$ cat config.mk
export PLATFORM = sky130hd
export DESIGN_NAME = pipe_mdu
export DESIGN_NICKNAME = d
export VERILOG_FILES = /design/src/rtl/mdu_pkg.sv /design/src/rtl/mdu_step.sv /design/src/rtl/pipe_mdu.sv
export SDC_FILE = /design/constraint.sdc
export NUM_CORES = 1
export LEC_CHECK = 0
export BUFFER_PORTS_ARGS = -buffer_cell sky130_fd_sc_hd__buf_4
export CORE_MARGIN = 1.5
export CORE_UTILIZATION = 53
export CTS_BUF_LIST = sky130_fd_sc_hd__clkbuf_8
export CTS_CLUSTER_DIAMETER = 200
export DETAILED_ROUTE_END_ITERATION = 10
export PLACE_DENSITY = 0.85
export SETUP_SLACK_MARGIN = 0.3
export SLEW_MARGIN = 25
export SYNTH_ARGS = -nofsm -noshare
export SYNTH_HDL_FRONTEND = slang
export SYNTH_SLANG_ARGS = --single-unit
export TNS_END_PERCENT = 100
$ cat constraint.sdc
create_clock -name clk -period 4.4 [get_ports clk]
set_input_delay 1.1 -clock clk [delete_from_list [all_inputs] [get_ports clk]]
set_output_delay 1.1 -clock clk [all_outputs]
set_load 0.01 [all_outputs]
$ cat src/rtl/mdu_pkg.sv
// mdu_pkg -- shared definitions for the pipelined multiply/divide unit.
//   mduOp_t    : operation encodings carried on the op port.
//   mduState_t : sequencer state encodings used by pipe_mdu.
//   isSignedOp : true for the two's-complement operations (MULT, DIV).
package mdu_pkg;

    typedef enum logic [1:0] {
        MDU_MULTU = 2'b00,
        MDU_MULT  = 2'b01,
        MDU_DIVU  = 2'b10,
        MDU_DIV   = 2'b11
    } mduOp_t;

    typedef enum logic [1:0] {
        IDLE = 2'b00,
        RUN  = 2'b01,
        FIX  = 2'b10
    } mduState_t;

    function automatic logic isSignedOp(input logic [1:0] op);
        return (op == MDU_MULT) || (op == MDU_DIV);
    endfunction

endpackage

$ cat src/rtl/mdu_step.sv
// mdu_step -- one combinational iteration of the iterative multiplier/divider.
//   isDiv   : 1 selects a restoring divide step, 0 a shift-add multiply step
//   accHi   : upper accumulator (partial product / partial remainder)
//   accLo   : lower accumulator (multiplier bits / dividend bits then quotient)
//   operand : multiplicand or divisor magnitude
//   nextHi, nextLo : accumulator values after this step
// The divide step exists only when PIPE_MDU_DIV_EN is defined.
module mdu_step
    import mdu_pkg::*;
#(
    parameter int WIDTH = 32
) (
    input  logic             isDiv,
    input  logic [WIDTH-1:0] accHi,
    input  logic [WIDTH-1:0] accLo,
    input  logic [WIDTH-1:0] operand,
    output logic [WIDTH-1:0] nextHi,
    output logic [WIDTH-1:0] nextLo
);

    logic [WIDTH:0] sum;

`ifdef PIPE_MDU_DIV_EN
    logic [WIDTH:0]   shifted;
    logic [WIDTH-1:0] diff;
`else
    logic unusedIsDiv;
    assign unusedIsDiv = isDiv;
`endif

    always_comb begin
        // Multiply: conditionally add, then shift the {hi,lo} pair right one bit,
        // so multiplier bits leave accLo as product bits enter it.
        sum    = {1'b0, accHi} + (accLo[0] ? {1'b0, operand} : '0);
        nextHi = sum[WIDTH:1];
        nextLo = {sum[0], accLo[WIDTH-1:1]};
`ifdef PIPE_MDU_DIV_EN
        // Restoring divide: bring in the next dividend bit; the remainder is
        // always below the divisor, so the difference fits in WIDTH bits.
        shifted = {accHi, accLo[WIDTH-1]};
        diff    = shifted[WIDTH-1:0] - operand;
        if (isDiv) begin
            if (shifted >= {1'b0, operand}) begin
                nextHi = diff;
                nextLo = {accLo[WIDTH-2:0], 1'b1};
            end else begin
                nextHi = shifted[WIDTH-1:0];
                nextLo = {accLo[WIDTH-2:0], 1'b0};
            end
        end
`endif
    end

endmodule

$ cat src/rtl/pipe_mdu.sv
// pipe_mdu -- iterative MIPS-style HI/LO multiply/divide unit.
//   clk, pcrst        : clock, synchronous active-high reset
//   start, op, a, b   : issue MULTU/MULT/DIVU/DIV on operands a (rs), b (rt)
//   flush             : squash the in-flight operation
//   rd_req            : MFHI/MFLO waiting in decode
//   wr_hi, wr_lo,wdata: MTHI/MTLO writes (honoured only when idle)
//   hi, lo            : architectural HI/LO
//   busy, done, stall : in-flight flag, completion pulse, pipeline hold
// Macro PIPE_MDU_DIV_EN builds the divider; without it DIVU/DIV complete
// immediately and leave HI/LO untouched.
module pipe_mdu
    import mdu_pkg::*;
#(
    parameter int WIDTH = 32
) (
    input  logic             clk,
    input  logic             pcrst,
    input  logic             start,
    input  logic [1:0]       op,
    input  logic [WIDTH-1:0] a,
    input  logic [WIDTH-1:0] b,
    input  logic             flush,
    input  logic             rd_req,
    input  logic             wr_hi,
    input  logic             wr_lo,
    input  logic [WIDTH-1:0] wdata,
    output logic [WIDTH-1:0] hi,
    output logic [WIDTH-1:0] lo,
    output logic             busy,
    output logic             done,
    output logic             stall
);

    localparam int CNT_W = $clog2(WIDTH);
    localparam logic [CNT_W-1:0] LAST = CNT_W'(WIDTH - 1);

    mduState_t        state;
    logic [CNT_W-1:0] cnt;
    logic [WIDTH-1:0] accHi, accLo, operand;
    logic [WIDTH-1:0] stepHi, stepLo;
    logic [WIDTH-1:0] resHi, resLo;
    logic [WIDTH-1:0] magA, magB;
    logic             negA, negB, negQ;
    logic             opIsDiv, idleGo, accept, divNop, stepDiv;

`ifdef PIPE_MDU_DIV_EN
    logic divMode, negR, divZero;
`endif

    function automatic logic [WIDTH-1:0] negIf(input logic [WIDTH-1:0] v, input logic neg);
        return neg ? -v : v;
    endfunction

    function automatic logic [2*WIDTH-1:0] negIf2(input logic [2*WIDTH-1:0] v, input logic neg);
        return neg ? -v : v;
    endfunction

    always_comb begin
        opIsDiv = (op == MDU_DIVU) || (op == MDU_DIV);
        negA    = isSignedOp(op) & a[WIDTH-1];
        negB    = isSignedOp(op) & b[WIDTH-1];
        magA    = negIf(a, negA);
        magB    = negIf(b, negB);
        idleGo  = (state == IDLE) && start && !flush;
`ifdef PIPE_MDU_DIV_EN
        accept  = idleGo;
        divNop  = 1'b0;
`else
        accept  = idleGo && !opIsDiv;
        divNop  = idleGo && opIsDiv;
`endif
    end

`ifdef PIPE_MDU_DIV_EN
    assign stepDiv = divMode;
`else
    assign stepDiv = 1'b0;
`endif

    mdu_step #(.WIDTH(WIDTH)) uStep (
        .isDiv   (stepDiv),
        .accHi   (accHi),
        .accLo   (accLo),
        .operand (operand),
        .nextHi  (stepHi),
        .nextLo  (stepLo)
    );

    // Sign correction applied at the FIX edge.
    always_comb begin
        {resHi, resLo} = negIf2({accHi, accLo}, negQ);
`ifdef PIPE_MDU_DIV_EN
        if (divMode) begin
            // Divide by zero leaves all-ones quotient bits and |a| as remainder;
            // restoring the dividend sign turns that remainder back into a.
            resLo = divZero ? '1 : negIf(accLo, negQ);
            resHi = negIf(accHi, negR);
        end
`endif
    end

    // Datapath registers: loaded on accept, advanced once per RUN cycle.
    always_ff @(posedge clk) begin
        if (accept) begin
            accHi   <= '0;
            accLo   <= magA;
            operand <= magB;
            negQ    <= negA ^ negB;
`ifdef PIPE_MDU_DIV_EN
            divMode <= opIsDiv;
            negR    <= negA;
            divZero <= (b == '0);
`endif
        end else if (state == RUN) begin
            accHi <= stepHi;
            accLo <= stepLo;
        end
    end

    // Sequencer and architectural HI/LO.
    always_ff @(posedge clk) begin
        if (pcrst) begin
            state <= IDLE;
            cnt   <= '0;
            done  <= 1'b0;
            hi    <= '0;
            lo    <= '0;
        end else begin
            done <= 1'b0;
            case (state)
                IDLE: begin
                    if (wr_hi) hi <= wdata;
                    if (wr_lo) lo <= wdata;
                    if (accept) begin
                        state <= RUN;
                        cnt   <= '0;
                    end
                    if (divNop) done <= 1'b1;
                end
                RUN: begin
                    if (flush) begin
                        state <= IDLE;
                    end else begin
                        cnt <= cnt + 1'b1;
                        if (cnt == LAST) state <= FIX;
                    end
                end
                FIX: begin
                    state <= IDLE;
                    if (!flush) begin
                        hi   <= resHi;
                        lo   <= resLo;
                        done <= 1'b1;
                    end
                end
                default: state <= IDLE;
            endcase
        end
    end

    assign busy  = (state != IDLE);
    assign stall = busy & (start | rd_req | wr_hi | wr_lo);

endmodule

== Word level (Yosys, flattened, before mapping) ==
Cells that the tools add are included.
Word-level totals
  register bits: 169
  bits of input ports: 105
  output and inout bits: 67
  word-level logic and storage cells: 72
Cells by class
  add/sub/neg operators: 5
  eq/ne operators: 12
  mux-type cells: 22
  bitwise logic cells: 7
  reduce and logical (&&, ||, !) cells: 17
Operators with widths (count)
  two-way mux 32 bit: 9
  one-hot mux 32 bit (2 select lines): 2
  two-way mux 64 bit: 1
  negator 32 bit: 2
  negator 64 bit: 1
  adder 32 x 33 -> 33 bit: 1
  two-way mux 5 bit: 2
  != test 2 bit, second input constant: 5
  one-hot mux 5 bit (2 select lines): 1
  AND reduction 3 bit: 3
  nonzero test 2 bit: 4
  == test 2 bit, second input constant: 3
  two-way mux 2 bit: 3
  adder 5 x 1 -> 5 bit, second input constant: 1
  == test 5 bit, second input constant: 1
  == test 2 x 1 -> 1 bit, second input constant: 2
  logical AND 1 bit: 4
  one-hot mux 2 bit (2 select lines): 1
  AND 1 bit: 3
  != test 3 x 2 -> 1 bit, second input constant: 1
  bitwise OR 1 bit: 3
  zero test 1 bit: 2
  zero test 2 bit: 1
  logical OR 1 bit: 2
  other kinds (4): 5

== Logic depth before layout (Yosys ltp) ==
  word-level depth: 6
  gate-level depth with buffers: 12
  mapped depth without buffers: 11

== By module ==
From an unflattened synthesis, not the netlist that was laid out.
Second synthesis, totals
  cell total of the unflattened synthesis: 1463
  area, all modules: 11785.1 µm²
By module, submodules not included
  pipe_mdu: times used 1, cells each 1110, area an instance 9356.5 µm², sequential area each 4033.9 µm²
  mdu_step: times used 1, cells each 353, area an instance 2428.6 µm², sequential area each 0.0 µm²

== Worst setup path after synthesis ==
Ideal clock, no wire load.
  path kind: in2reg
  start point: input port a[12]
  end point: register accLo[23], data pin
  library setup time: 267 ps
  arrival: 2982 ps
  required time: 4133 ps
  path slack: 1151 ps
  stages on the path: 9
  path buffers: 1
  path through: or3_1 > or4_1 > nor3_1 > and3_1 > and2_1 > clkbuf_1 > a21oi_1 > xnor2_1 > o21ai_0
Between the ends
  longest elaborated chain between the ends: 3
Ends and longest elaborated chain
  start: declaration: RTL line pipe_mdu.sv:20  | input logic [WIDTH-1:0] a,
  negator 32 bit: RTL line pipe_mdu.sv:51  | return neg ? -v : v;
  two-way mux 32 bit: RTL line pipe_mdu.sv:51
  two-way mux 32 bit: RTL line pipe_mdu.sv:104  | if (accept) begin
  end signal: assignment: RTL line pipe_mdu.sv:106  | accLo <= magA;
  end signal: assignment: RTL line pipe_mdu.sv:116  | accLo <= stepLo;
  end: declaration: RTL line pipe_mdu.sv:39  | logic [WIDTH-1:0] accHi, accLo, operand;
No other way between the ends.
A chain may end at the register's enable or synchronous reset.

== Worst setup path in the final report ==
  start point: register accLo[0]
  end point: register accHi[25]
Between the ends
  longest elaborated chain between the ends: 2
Ends and longest elaborated chain
  two-way mux 32 bit: RTL line mdu_step.sv:34  | sum = {1'b0, accHi} + (accLo[0] ? {1'b0, operand} : '0);
  adder 32 x 33 -> 33 bit: RTL line mdu_step.sv:34
  end signal: assignment: RTL line pipe_mdu.sv:115  | accHi <= stepHi;
  end: declaration: RTL line pipe_mdu.sv:39
No other way between the ends.

==> results.sh <==
export IMPL_yosys_area_share_xor_xnor_pct=11.82
export IMPL_synth_fa_ha_area_share_pct=4.464
export IMPL_layout_commonest_cell="buf_4"
export IMPL_fp_dieW_um=145.9
export IMPL_post_route_drc_count=0
export IMPL_cts_path_max_buffers=2
export IMPL_p_leak_nw=5.193
export IMPL_finalClockSkew_ns=0.01457
export IMPL_dp_worst_setup_slack_ns=0.8045
export IMPL_max_slew_margin_pct=42.75
export IMPL_synth_edf_count=65
export IMPL_grt_total_usage_pct=28.56
export IMPL_setup_viol=0
export IMPL_initial_core_util_pct=53.81
export IMPL_hold_violations=0
export IMPL_worstSetupPathType="flip-flop to flip-flop"
export IMPL_placementRows=52
export IMPL_cts_tree="yes"
export IMPL_netlist_instances=1297
export IMPL_drv_cap=0
export IMPL_wl_per_cell_um=17.93
export IMPL_post_cts_buffers=0
export IMPL_internal_power_mw=2.917
export IMPL_reg2reg_from="accLo[0]"
export IMPL_yosys_most_used_dff="dfxtp_1"
export IMPL_holdWs_ns=0.4757
export IMPL_root_buffer="clkbuf_8"
export IMPL_ys_warnings_count=0
export IMPL_start_kind="flip-flop"
export IMPL_grt_pass1_wl_um=48960
export IMPL_synth_top_area_share_pct=19.25
export IMPL_gp_congestion=0.9645
export IMPL_synthMuxAreaShare_pct=0.09253
export IMPL_avgSynthCellArea_sq_um=8.341
export IMPL_die_area_sq_um=21280
export IMPL_numPortBuffers=171
export IMPL_power_switching_mw=1.473
export IMPL_fin_util_pct=63.29
export IMPL_min_delay_start="hi[25]"
export IMPL_postCtsHoldBufs=0
export IMPL_dpl_hpwl_um=23760
export IMPL_post_cts_resized=0
export IMPL_max_freq_mhz=277.3
export IMPL_finalCritPeriodShare_pct=81.96
export IMPL_totalWireLength_um=30700
export IMPL_h_tree_depth=4
export IMPL_r2r_slack_ns=0.79
export IMPL_grt_pass1_vias=9397
export IMPL_die_y_um=145.9
export IMPL_dr_pass1_iters=5
export IMPL_avgViaCountPerCell=6.064
export IMPL_ys_async_sr_fraction_pct=0
export IMPL_synth_area_leaders="dfxtp_1, edfxtp_1, xor2_1"
export IMPL_synth_area_leader_cell="dfxtp_1"
export IMPL_drive_above_1_share_pct=16.23
export IMPL_syn_area_sq_um=10820
export IMPL_final_nets=1572
export IMPL_outcome="finished, final reports clean"
export IMPL_final_max_slew_viol_count=0
export IMPL_cp_data_required_time_ns=4.75
export IMPL_power_frac_comb_pct=26.7
export IMPL_cts_clk_slew_worst_paths_ns=0.10
export IMPL_synth_top_family_by_area="compound AO/OA/AOI/OAI gates"
export IMPL_seq_area_frac_synth_pct=37.29
export IMPL_rsz0062_at_grt="no"
export IMPL_cts_inserted_buffers=17
export IMPL_arrival_ns=3.96
export IMPL_fin_crit_ns=3.606
export IMPL_clock_latency_ns=0.47
export IMPL_grt_antenna_before_repair=0
export IMPL_reg2reg_to="accHi[25]"
export IMPL_swShare_pct=33.56
export IMPL_yosys_area_share_simple_pct=20.28
export IMPL_drt_iter0_markers=1058
export IMPL_coreArea_sq_um=20100
export IMPL_grt_overflow=0
export IMPL_end_kind="flip-flop"
export IMPL_io_pins=172
export IMPL_cts_sinks=169
export IMPL_rr_worst_depth=11
export IMPL_antenna_diode_count=0
export IMPL_fin_setup_tns_ns=0
export IMPL_ir_drop_uv=191.7
export IMPL_holdPathEnd="hi[25]"
export IMPL_tightest_slew_ns=0.8569
export IMPL_p_seq_share_pct=45.0
export IMPL_grt_max_degree=70
export IMPL_cp_max_fo=7
export IMPL_hold_path_class="flip-flop to flip-flop"
export IMPL_ys_seq_elements=169
export IMPL_ant_nets=0
export IMPL_clkPwrFrac_pct=28.3
export IMPL_vias=10380
export IMPL_layout_setup_ws_ns=0.7938
export IMPL_p_total_mw=4.390
export IMPL_synth_compound_area_share_pct=22.90
export IMPL_ys_types=60
export IMPL_holdPathStages=2
export IMPL_syn_to_final_growth_pct=17.63
export IMPL_layout_common_cells="buf_4, nand2_1, nor2_1"
export IMPL_synth_nets=1440
export IMPL_power_density_nw_per_um2=345.0
==> layout make-up <==
type	count	area [sq um]
clock buffers	17	234.0
clock inverters	15	207.7
fillers	1711	7380
inverters	20	75.07
multi-input cells	1037	6455
flip-flops and latches	169	4034
well taps	270	337.8
repair buffers	184	1381
==> flip-flops by register name (all words and copies together) (netlist names) <==
signal,count
accLo,32
lo,32
negQ,1
state,2
operand,32
hi,32
cnt,5
accHi,32
done,1
==> metrics by stage <==
step / area [sq um] / cells
2_1_floorplan: 10820 / 1297
3_3_place_gp: 12280 / 1680
3_5_place_dp: 12280 / 1680
4_1_cts: 12720 / 1712
5_1_grt: 12720 / 1712
6_report: 12720 / 1712
==> routing by layer <==
| metal | vias to the layer above | global-route usage, % | share of wire (%) |
|---|---|---|---|
| li1 | 4959 | - | - |
| met1 | 4770 | 40.71 | 43 |
| met2 | 580 | 43.40 | 43 |
| met3 | 72 | 4.138 | 10 |
| met4 | 0 | 11.89 | 3.7 |
| met5 | - | 0 | 0 |
==> worst max-delay path by stage <==
stage | start | to | slack, ns | depth (start not counted)
final | accLo[0] | accHi[25] | 0.79 | 11
after global placement | a[12] | accLo[26] | 0.78 | 8
after floorplan | a[12] | accLo[23] | 1.15 | 9
after detailed placement | a[12] | accLo[26] | 0.80 | 8
after CTS | accLo[0] | accHi[25] | 0.83 | 11
after global routing | accLo[0] | accHi[25] | 0.56 | 11
==> worst max-delay path: stages, from the launching register on <==
cell and delay (ns):
edfxtp_1 0.51, and2_1 0.19, ha_1 0.21, fa_1 0.41
a21o_1 0.21, a221oi_1 0.47, nor3b_1 0.17, a31oi_1 0.30
o311ai_0 0.34, a221oi_1 0.41, xor2_1 0.19, o21ai_0 0.09
==> cell families after synthesis <==
kind of cell	after synthesis
AO/OA/AOI/OAI	398
XOR/XNOR	146
adder cells (fa/ha/maj)	38
buffers and inverters	91
flip-flops	169
multiplexers	1
AND/OR/NAND/NOR	454
==> power groups by stage <==
stage / sequential, mW / clock, mW / combinational (mW)
2_1_floorplan: 1.94 / 0 / 0.782
3_3_place_gp: 2.00 / 0 / 1.12
3_5_place_dp: 2.00 / 0 / 1.15
4_1_cts: 1.97 / 1.24 / 1.15
5_1_grt: 1.99 / 1.30 / 1.29
6_report: 1.97 / 1.24 / 1.17
==> Yosys cell counts (31+ instances only) <==
library cell    n
a211oi_1       31
a21oi_1       109
and2_1         42
clkbuf_1       62
dfxtp_1       104
edfxtp_1       65
ha_1           37
nand2_1       136
nor2_1        125
o21ai_0       117
o31ai_1        38
xnor2_1        59
xor2_1         87
(Power assumes the default switching activity.)
